$ cat config.mk
export PLATFORM = sky130hd
export DESIGN_NAME = pwr_seq_ctrl
export DESIGN_NICKNAME = d
export VERILOG_FILES = /design/src/rtl/pwr_seq_pkg.sv /design/src/rtl/pwr_dly_cnt.sv /design/src/rtl/pwr_seq_ctrl.sv
export SDC_FILE = /design/constraint.sdc
export NUM_CORES = 1
export LEC_CHECK = 0
export BUFFER_PORTS_ARGS = -buffer_cell sky130_fd_sc_hd__clkbuf_2
export CAP_MARGIN = 0
export CORE_MARGIN = 8
export CORE_UTILIZATION = 54
export DETAILED_ROUTE_END_ITERATION = 6
export PLACE_DENSITY = 0.79
export SYNTH_ARGS = -nofsm -noshare
export SYNTH_HDL_FRONTEND = slang
export SYNTH_SLANG_ARGS = --single-unit
$ cat constraint.sdc
create_clock -name clk -period 2 [get_ports clk]
set_clock_uncertainty 0.1 [all_clocks]
set_input_delay 0.3 -clock clk [delete_from_list [all_inputs] [get_ports clk]]
set_output_delay 0.3 -clock clk [all_outputs]
set_load 0.05 [all_outputs]
$ cat src/rtl/pwr_seq_pkg.sv
// Shared types and defaults for the power sequencing controller.
package pwr_seq_pkg;

  localparam int NUM_DOM     = 4;
  localparam int DOM_W       = 2;
  localparam int ISO_DLY_DEF = 4;
  localparam int PSW_DLY_DEF = 8;
  localparam int TIMEOUT_DEF = 32;

  typedef enum logic [2:0] {
    ST_IDLE    = 3'd0,
    ST_ISO_SET = 3'd1,
    ST_PSW_CLR = 3'd2,
    ST_PSW_SET = 3'd3,
    ST_ISO_CLR = 3'd4,
    ST_DONE    = 3'd5
  } state_e;

  function automatic logic [NUM_DOM-1:0] dom_mask(input logic [DOM_W-1:0] dom);
    logic [NUM_DOM-1:0] one;
    one = {{(NUM_DOM-1){1'b0}}, 1'b1};
    return one << dom;
  endfunction

endpackage

$ cat src/rtl/pwr_dly_cnt.sv
// Loadable saturating down-counter; expired_o is high while the count is zero.
module pwr_dly_cnt #(
  parameter int W = 6
) (
  input  logic         clk,
  input  logic         rst,
  input  logic         load_i,
  input  logic [W-1:0] load_val_i,
  output logic [W-1:0] cnt_o,
  output logic         expired_o
);

  logic [W-1:0] cnt_q;

  // Count register: load has priority, otherwise decrement down to zero.
  always_ff @(posedge clk) begin
    if (rst) begin
      cnt_q <= {W{1'b0}};
    end else if (load_i) begin
      cnt_q <= load_val_i;
    end else if (cnt_q != {W{1'b0}}) begin
      cnt_q <= cnt_q - {{(W-1){1'b0}}, 1'b1};
    end else begin
      cnt_q <= cnt_q;
    end
  end

  assign cnt_o     = cnt_q;
  assign expired_o = (cnt_q == {W{1'b0}});

endmodule

$ cat src/rtl/pwr_seq_ctrl.sv
// Power sequencing controller: isolation, switch and acknowledge handshake for
// one domain transition at a time, with acknowledge timeout.
module pwr_seq_ctrl
  import pwr_seq_pkg::*;
#(
  parameter int                 ISO_DLY  = ISO_DLY_DEF,
  parameter int                 PSW_DLY  = PSW_DLY_DEF,
  parameter int                 TIMEOUT  = TIMEOUT_DEF,
  parameter logic [NUM_DOM-1:0] RESET_ON = 4'hF
) (
  input  logic               clk,
  input  logic               rst,
  input  logic               req_valid,
  output logic               req_ready,
  input  logic [DOM_W-1:0]   req_dom,
  input  logic               req_on,
  input  logic [NUM_DOM-1:0] psw_ack,
  output logic [NUM_DOM-1:0] iso_ctrl,
  output logic [NUM_DOM-1:0] psw_ctrl,
  output logic [NUM_DOM-1:0] dom_on,
  output logic               done,
  output logic               err
);

  localparam int CW = $clog2(TIMEOUT + 1);
  // Outputs follow the state by one edge, so hold loads are one less than the hold.
  localparam logic [CW-1:0] ISO_LD   = CW'(ISO_DLY - 1);
  localparam logic [CW-1:0] PSW_LD   = CW'(TIMEOUT - 1);
  localparam logic [CW-1:0] MIN_LEFT = CW'(TIMEOUT - PSW_DLY);

  state_e               state_q, state_d;
  logic [DOM_W-1:0]     dom_q, dom_d;
  logic                 on_q, on_d;
  logic                 tmo_q, tmo_d;
  logic [NUM_DOM-1:0]   iso_q, iso_d;
  logic [NUM_DOM-1:0]   psw_q, psw_d;
  logic [NUM_DOM-1:0]   dom_on_q, dom_on_d;
  logic                 done_q, done_d;
  logic                 err_q, err_d;
  logic                 ready_q, ready_d;

  logic                 cnt_load;
  logic [CW-1:0]        cnt_ld_val;
  logic [CW-1:0]        cnt_val;
  logic                 cnt_expired;
  logic [NUM_DOM-1:0]   mask;
  logic                 ack_ok;
  logic                 min_ok;

  pwr_dly_cnt #(.W(CW)) u_dly_cnt (
    .clk        (clk),
    .rst        (rst),
    .load_i     (cnt_load),
    .load_val_i (cnt_ld_val),
    .cnt_o      (cnt_val),
    .expired_o  (cnt_expired)
  );

  assign mask   = dom_mask(dom_q);
  // Compare against the target level so the settle check never sees the pre-change switch value.
  assign ack_ok = (psw_ack[dom_q] == on_q);
  assign min_ok = (cnt_val <= MIN_LEFT);

  // Next state, request capture and next values of all registered outputs.
  always_comb begin
    state_d    = state_q;
    dom_d      = dom_q;
    on_d       = on_q;
    tmo_d      = tmo_q;
    iso_d      = iso_q;
    psw_d      = psw_q;
    dom_on_d   = dom_on_q;
    done_d     = 1'b0;
    err_d      = 1'b0;
    cnt_load   = 1'b0;
    cnt_ld_val = {CW{1'b0}};
    case (state_q)
      ST_IDLE: begin
        if (req_valid && ready_q) begin
          dom_d = req_dom;
          on_d  = req_on;
          tmo_d = 1'b0;
          if (req_on == dom_on_q[req_dom]) begin
            state_d = ST_DONE;
          end else if (req_on) begin
            state_d    = ST_PSW_SET;
            cnt_load   = 1'b1;
            cnt_ld_val = PSW_LD;
          end else begin
            state_d    = ST_ISO_SET;
            cnt_load   = 1'b1;
            cnt_ld_val = ISO_LD;
          end
        end else begin
          state_d = ST_IDLE;
        end
      end
      ST_ISO_SET: begin
        iso_d = iso_q | mask;
        if (cnt_expired) begin
          state_d    = ST_PSW_CLR;
          cnt_load   = 1'b1;
          cnt_ld_val = PSW_LD;
        end else begin
          state_d = ST_ISO_SET;
        end
      end
      ST_PSW_CLR: begin
        psw_d = psw_q & ~mask;
        if (min_ok && ack_ok) begin
          state_d = ST_DONE;
        end else if (cnt_expired) begin
          state_d = ST_DONE;
          tmo_d   = 1'b1;
        end else begin
          state_d = ST_PSW_CLR;
        end
      end
      ST_PSW_SET: begin
        psw_d = psw_q | mask;
        if (min_ok && ack_ok) begin
          state_d    = ST_ISO_CLR;
          cnt_load   = 1'b1;
          cnt_ld_val = ISO_LD;
        end else if (cnt_expired) begin
          state_d = ST_DONE;
          tmo_d   = 1'b1;
        end else begin
          state_d = ST_PSW_SET;
        end
      end
      ST_ISO_CLR: begin
        iso_d = iso_q & ~mask;
        if (cnt_expired) begin
          state_d = ST_DONE;
        end else begin
          state_d = ST_ISO_CLR;
        end
      end
      ST_DONE: begin
        done_d  = 1'b1;
        err_d   = tmo_q;
        state_d = ST_IDLE;
        // A failed switch leaves the domain off and isolated.
        if (tmo_q) begin
          psw_d    = psw_q & ~mask;
          dom_on_d = dom_on_q & ~mask;
        end else if (on_q) begin
          dom_on_d = dom_on_q | mask;
        end else begin
          dom_on_d = dom_on_q & ~mask;
        end
      end
      default: begin
        state_d = ST_IDLE;
      end
    endcase
    ready_d = (state_d == ST_IDLE);
  end

  // State, captured request and registered outputs.
  always_ff @(posedge clk) begin
    if (rst) begin
      state_q  <= ST_IDLE;
      dom_q    <= {DOM_W{1'b0}};
      on_q     <= 1'b0;
      tmo_q    <= 1'b0;
      iso_q    <= ~RESET_ON;
      psw_q    <= RESET_ON;
      dom_on_q <= RESET_ON;
      done_q   <= 1'b0;
      err_q    <= 1'b0;
      ready_q  <= 1'b1;
    end else begin
      state_q  <= state_d;
      dom_q    <= dom_d;
      on_q     <= on_d;
      tmo_q    <= tmo_d;
      iso_q    <= iso_d;
      psw_q    <= psw_d;
      dom_on_q <= dom_on_d;
      done_q   <= done_d;
      err_q    <= err_d;
      ready_q  <= ready_d;
    end
  end

  assign req_ready = ready_q;
  assign iso_ctrl  = iso_q;
  assign psw_ctrl  = psw_q;
  assign dom_on    = dom_on_q;
  assign done      = done_q;
  assign err       = err_q;

endmodule

======== Word level (Yosys, flattened, before mapping) ========
Index checks and enable logic that the tools add are counted.
cells by class
  add/sub/neg operators ................... 1
  order comparisons ....................... 3
  equality and inequality tests ........... 11
  shifts and indexed selects .............. 1
  multiplexer cells ....................... 37
  bitwise gates (word level) .............. 8
  reductions and logical operators ........ 15
operators by type and width
  cell                                                                              number
  5-bit two-way mux                                                                 4
  3-bit two-way mux                                                                 6
  3-bit case mux with 5 select lines                                                1
  5-bit case mux with 3 select lines                                                1
  4-bit AND                                                                         3
  4-bit two-way mux                                                                 3
  6-bit two-way mux                                                                 2
  4-bit bitwise OR                                                                  3
  4-bit case mux with 3 select lines                                                1
  1-bit two-way mux                                                                 11
  4-bit case mux with 2 select lines                                                1
  3-bit by 2-bit == test with 1-bit output, second input constant                   2
  3-bit == test, second input constant                                              2
  6-bit by 5-bit less-or-equal comparator with 1-bit output, second input constant  1
  3-bit logical NOT                                                                 2
  6-bit logical NOT                                                                 1
  2-bit by 3-bit less-than comparator with 1-bit output, second input constant      2
  2-bit two-way mux                                                                 3
  2-bit inequality test, second input constant                                      3
  2-bit nonzero test                                                                3
  6-bit nonzero test                                                                1
  6-bit by 1-bit subtractor with 6-bit output, second input constant                1
  1-bit binary-select mux with 2-bit select                                         2
  4-bit inverter                                                                    1
  other kinds (12)                                                                  16
word-level totals
  bits in registers ....................... 28
  input bits .............................. 10
  output and inout port bits .............. 15
  word-level logic and storage cells ...... 87

======== Depth between registers and ports, before layout ========
  depth after elaboration ................. 7
  gate-level depth with buffers ........... 8
  mapped depth without buffers ............ 7

======== Hierarchy ========
Synthesis repeated with hierarchy kept, for this count alone.
second synthesis, totals
  cell total of the unflattened synthesis .. 170
  area total of the unflattened synthesis .. 1,495.2 µm²
by module, submodules not included
  module        instances  cells an instance  area an instance (µm²)  seq. area each (µm²)
  pwr_seq_ctrl  1          124                1,099.8                 440.4
  pwr_dly_cnt   1          46                 395.4                   120.1

======== Worst setup path after synthesis ========
Ideal clock, no wire load.
  path kind ............................... register -> register
  from .................................... reg (tool-made name)
  to ...................................... reg u_dly_cnt.cnt_q[2], in the netlist u_dly_cnt.cnt_o[2]
  setup time .............................. 0.123 ns
  arrival ................................. 1.726 ns
  data required time ...................... 1.777 ns
  slack ................................... 0.051 ns
  cell stages (with the launch flop) ...... 7
  path buffers ............................ 0
  period minus slack after synthesis ...... 1.949 ns
  cells stage by stage .................... dfxtp_1 mux4_2 inv_1 ha_1 o221a_4 nand3_2 o21ai_0
RTL lines
  element               RTL line           text
  to (signal assigned)  pwr_dly_cnt.sv:18  cnt_q <= {W{1'b0}};
  to (signal assigned)  pwr_dly_cnt.sv:20  cnt_q <= load_val_i;
  to (signal assigned)  pwr_dly_cnt.sv:22  cnt_q <= cnt_q - {{(W-1){1'b0}}, 1'b1};
  to (decl)             pwr_dly_cnt.sv:13  logic [W-1:0] cnt_q;

======== Worst setup path in the final report ========
  from .................................... reg dom_q[0]
  to ...................................... reg state_q[0]
between the ends
  longest elaborated chain between the ends .. 6
  elaborated cells on any way between the ends .. 7
  classes of those cells .................. eq/ne (1); mux (5); reduce/logical (1)
RTL lines
  element                                      RTL line                                  text
  from (decl)                                  pwr_seq_ctrl.sv:32                        logic [DOM_W-1:0] dom_q, dom_d;
  from (signal assigned)                       pwr_seq_ctrl.sv:165                       dom_q <= {DOM_W{1'b0}};
  from (signal assigned)                       pwr_seq_ctrl.sv:176                       dom_q <= dom_d;
  1-bit binary-select mux with 2-bit select *  pwr_seq_ctrl.sv:61                        assign ack_ok = (psw_ack[dom_q] == on_q);
  1-bit two-way mux (implied by the code) *    pwr_seq_ctrl.sv:61
  1-bit == test *                              pwr_seq_ctrl.sv:61
  1-bit logical AND *                          pwr_seq_ctrl.sv:110, pwr_seq_ctrl.sv:121
  3-bit two-way mux, on equally long branches  pwr_seq_ctrl.sv:121, pwr_seq_ctrl.sv:110
  3-bit case mux with 5 select lines *         pwr_seq_ctrl.sv:77                        case (state_q)
  to (signal assigned)                         pwr_seq_ctrl.sv:175                       state_q <= state_d;
  to (decl)                                    pwr_seq_ctrl.sv:31                        state_e state_q, state_d;
Mark *: on every way between the ends. The rest lies on a longest branch, timed or not. The select of a mux whose other input is x is not followed.
A chain may end at the register's enable or synchronous reset.

==> results.yml <==
route:
  drc: 0
  vias: 1322
  firstDrtPassIters: 6
  wl_per_cell_microns: 15.74
  vias_per_cell: 5.955
  drt_wl_total_microns: 3495
  ant_nets: 0
  drtIter0Drc: 69
yosys:
  ys_types: 43
  yosys_warnings: 0
  ys_seq_area_frac: 0.3996
  synth.ff_latch_count: 28
  syn_area_sq_um: 1403
  synth-edff-count: 0
  syn_nets: 178
  async_flop_share: 0
  synth.avg_cell_area_sq_um: 8.501
  syn-instance-count: 165
  yosys_most_used_dff: "dfxtp_1"
worst_setup_path:
  worstSetupStartpoint: "dom_q[0]"
  critical-path-top-delay-family: "multiplexers"
  path_max_fanout: 4
  critPathMaxStageDelay_ns: 0.50
  critPathLaunchType: "register"
  critical_path_buf_inv_count: 0
  cp_slowest_cell: "mux4_2"
  reg2reg_depth: 5
  crit_type: "reg -> reg"
  critical_path.cell_chain: "mux4_2 > xor2_1 > or2_1 > mux2i_1 > a32o_1"
  end_kind: "register"
  reg2reg_from: "dom_q[0]"
  r2r_end: "state_q[0]"
  rrSetupSlack_ns: 0.08
  crit_required_ns: 2.15
  cp.arrival_ns: 2.07
job:
  drv_cap: 0
finish:
  final_cell_mix: "dfxtp_1, clkbuf_2, nand2_1, o21ai_0, nor2_1"
  antenna_cells: 0
  syn_to_final_growth_pct: 16.86
  drive_gt1_frac: 0.2396
  layout.cells.non_filler: 222
  nFillCells: 213
  fin_util: 0.6616
  final_nets: 206
  final_common_cell: "dfxtp_1"
place:
  dpl.hpwl_microns: 2643
  gp_congestion: 0.8638
  numPortBuffers: 24
  place_inst: 218
sta:
  drv_slew: 0
  tightest_slew_ns: 0.4740
  whs_ns: 0.09517
  min_period_over_period: 0.9600
  setup_viol: 0
  max-slew-margin-rel: 0.6835
  fin_tns_setup_ns: 0
  fmaxAchievable_mhz: 520.8
  rsz0062_at_grt: "no"
  period_minus_slack_ns: 1.920
  hold_viol_final: 0
power:
  p_leak_nw: 0.6848
  vdd_drop_max_mv: 1.153
  power_density_nw_per_um2: 1493
min_path:
  holdPathStages: 3
  hold-path-endpoint: "dom_q[1]"
  hold_path_class: "in -> reg"
  min_from: "req_dom[1]"
grt:
  grt_pass1_wl_microns: 5878
  first_global_vias: 1281
  grt_remaining_overflow: 0
  grt_max_degree: 17
  antenna_found_initial: 0
  grt_use_total: 0.1656
clock_network:
  clk_pin_slew_ns: 0.15
  numCtsBuffers: 3
  cts_resized: 0
  post_cts.repair.setup_buffers: 0
  htree_levels: 1
  clk_latency_ns: 0.34
  clk_path_buf_depth: 2
  postCtsHoldBufs: 0
  cts_root_buf: "clkbuf_4"
  tritoncts: "yes"
  clkSinkCount: 28
outcome:
  status: "completed"
die:
  dieArea_sq_um: 4484
  die_width_microns: 66.97
  die_h_microns: 66.97
  num_rows: 18
  num_io_pins: 25
  start_util: 0.5662
  core_sq_um: 2477
-- worst min-delay path, cell delays in order --
cell and delay, ns:
clkbuf_2 0.10, nand2_1 0.05, a21oi_1 0.06
-- synthesized netlist by cell type (2+ instances only) --
cell type / n / area share
buf_6: 2 / 0.016
xor2_1: 2 / 0.012
or2_1: 2 / 0.0089
nand2_1: 17 / 0.045
nor3_1: 5 / 0.018
inv_1: 7 / 0.019
o211ai_1: 2 / 0.011
a21oi_1: 11 / 0.039
nor2_1: 13 / 0.035
nand3_1: 3 / 0.011
o21ai_0: 17 / 0.061
nand2b_1: 4 / 0.018
o311ai_0: 3 / 0.019
a221o_1: 3 / 0.021
xnor2_1: 4 / 0.025
nor2b_1: 5 / 0.022
ha_1: 3 / 0.027
clkbuf_1: 8 / 0.021
mux4_2: 2 / 0.032
dfxtp_1: 28 / 0.40
and3_1: 2 / 0.0089
-- report_power, final --
group	internal, mW	switching (mW)
Combinational	0.518	0.723
Clock	0.203	0.176
Sequential	0.685	0.143
Total	1.41	1.04
-- cells by family after synthesis --
logic type | share of synthesized area
AO/OA/AOI/OAI | 0.2319
XOR/XNOR | 0.03747
adder cells (fa/ha/maj) | 0.02676
buffers and inverters | 0.05620
flip-flops | 0.3996
multiplexers | 0.03925
AND/OR/NAND/NOR | 0.2087
-- worst max path at each step --
stage	cells after the start	end	slack, ns
finish	5	state_q[0]	0.08
global route	5	req_ready	0.005
CTS	5	state_q[0]	0.05
detailed placement	7	u_dly_cnt.cnt_o[4]	0.05
global placement	7	u_dly_cnt.cnt_o[4]	0.08
floorplan	6	u_dly_cnt.cnt_o[2]	0.05
-- layout make-up --
cell class / count / area (sq um) / area share
Multi-Input combinational cell: 120 / 773.2 / 0.4718
Sequential cell: 28 / 561.8 / 0.3427
Timing Repair Buffer: 33 / 187.7 / 0.1145
Tap cell: 30 / 37.54 / 0.02290
Clock inverter: 1 / 30.03 / 0.01832
Inverter: 7 / 26.28 / 0.01603
Clock buffer: 3 / 22.52 / 0.01374
-- stage by stage --
step / power, mW / setup slack [ns] / instance area [sq um]
after CTS: 2.416 / 0.04765 / 1628
after detailed placement: 2.027 / 0.05310 / 1575
after global routing: 2.612 / 0.005075 / 1639
final: 2.448 / 0.07995 / 1639
after floorplan: 1.722 / 0.05137 / 1403
after global placement: 1.980 / 0.08003 / 1575
-- per-layer routing --
metal  global-route usage  wire length [microns]  vias to the layer above
li1                     -                      -                      641
met1               0.2045                   1521                      627
met2               0.2688                   1709                       47
met3              0.04362                    218                        7
met4              0.06005                     46                        0
met5                    0                      0                        -
Note: power is estimated with default switching activity, not from simulation.
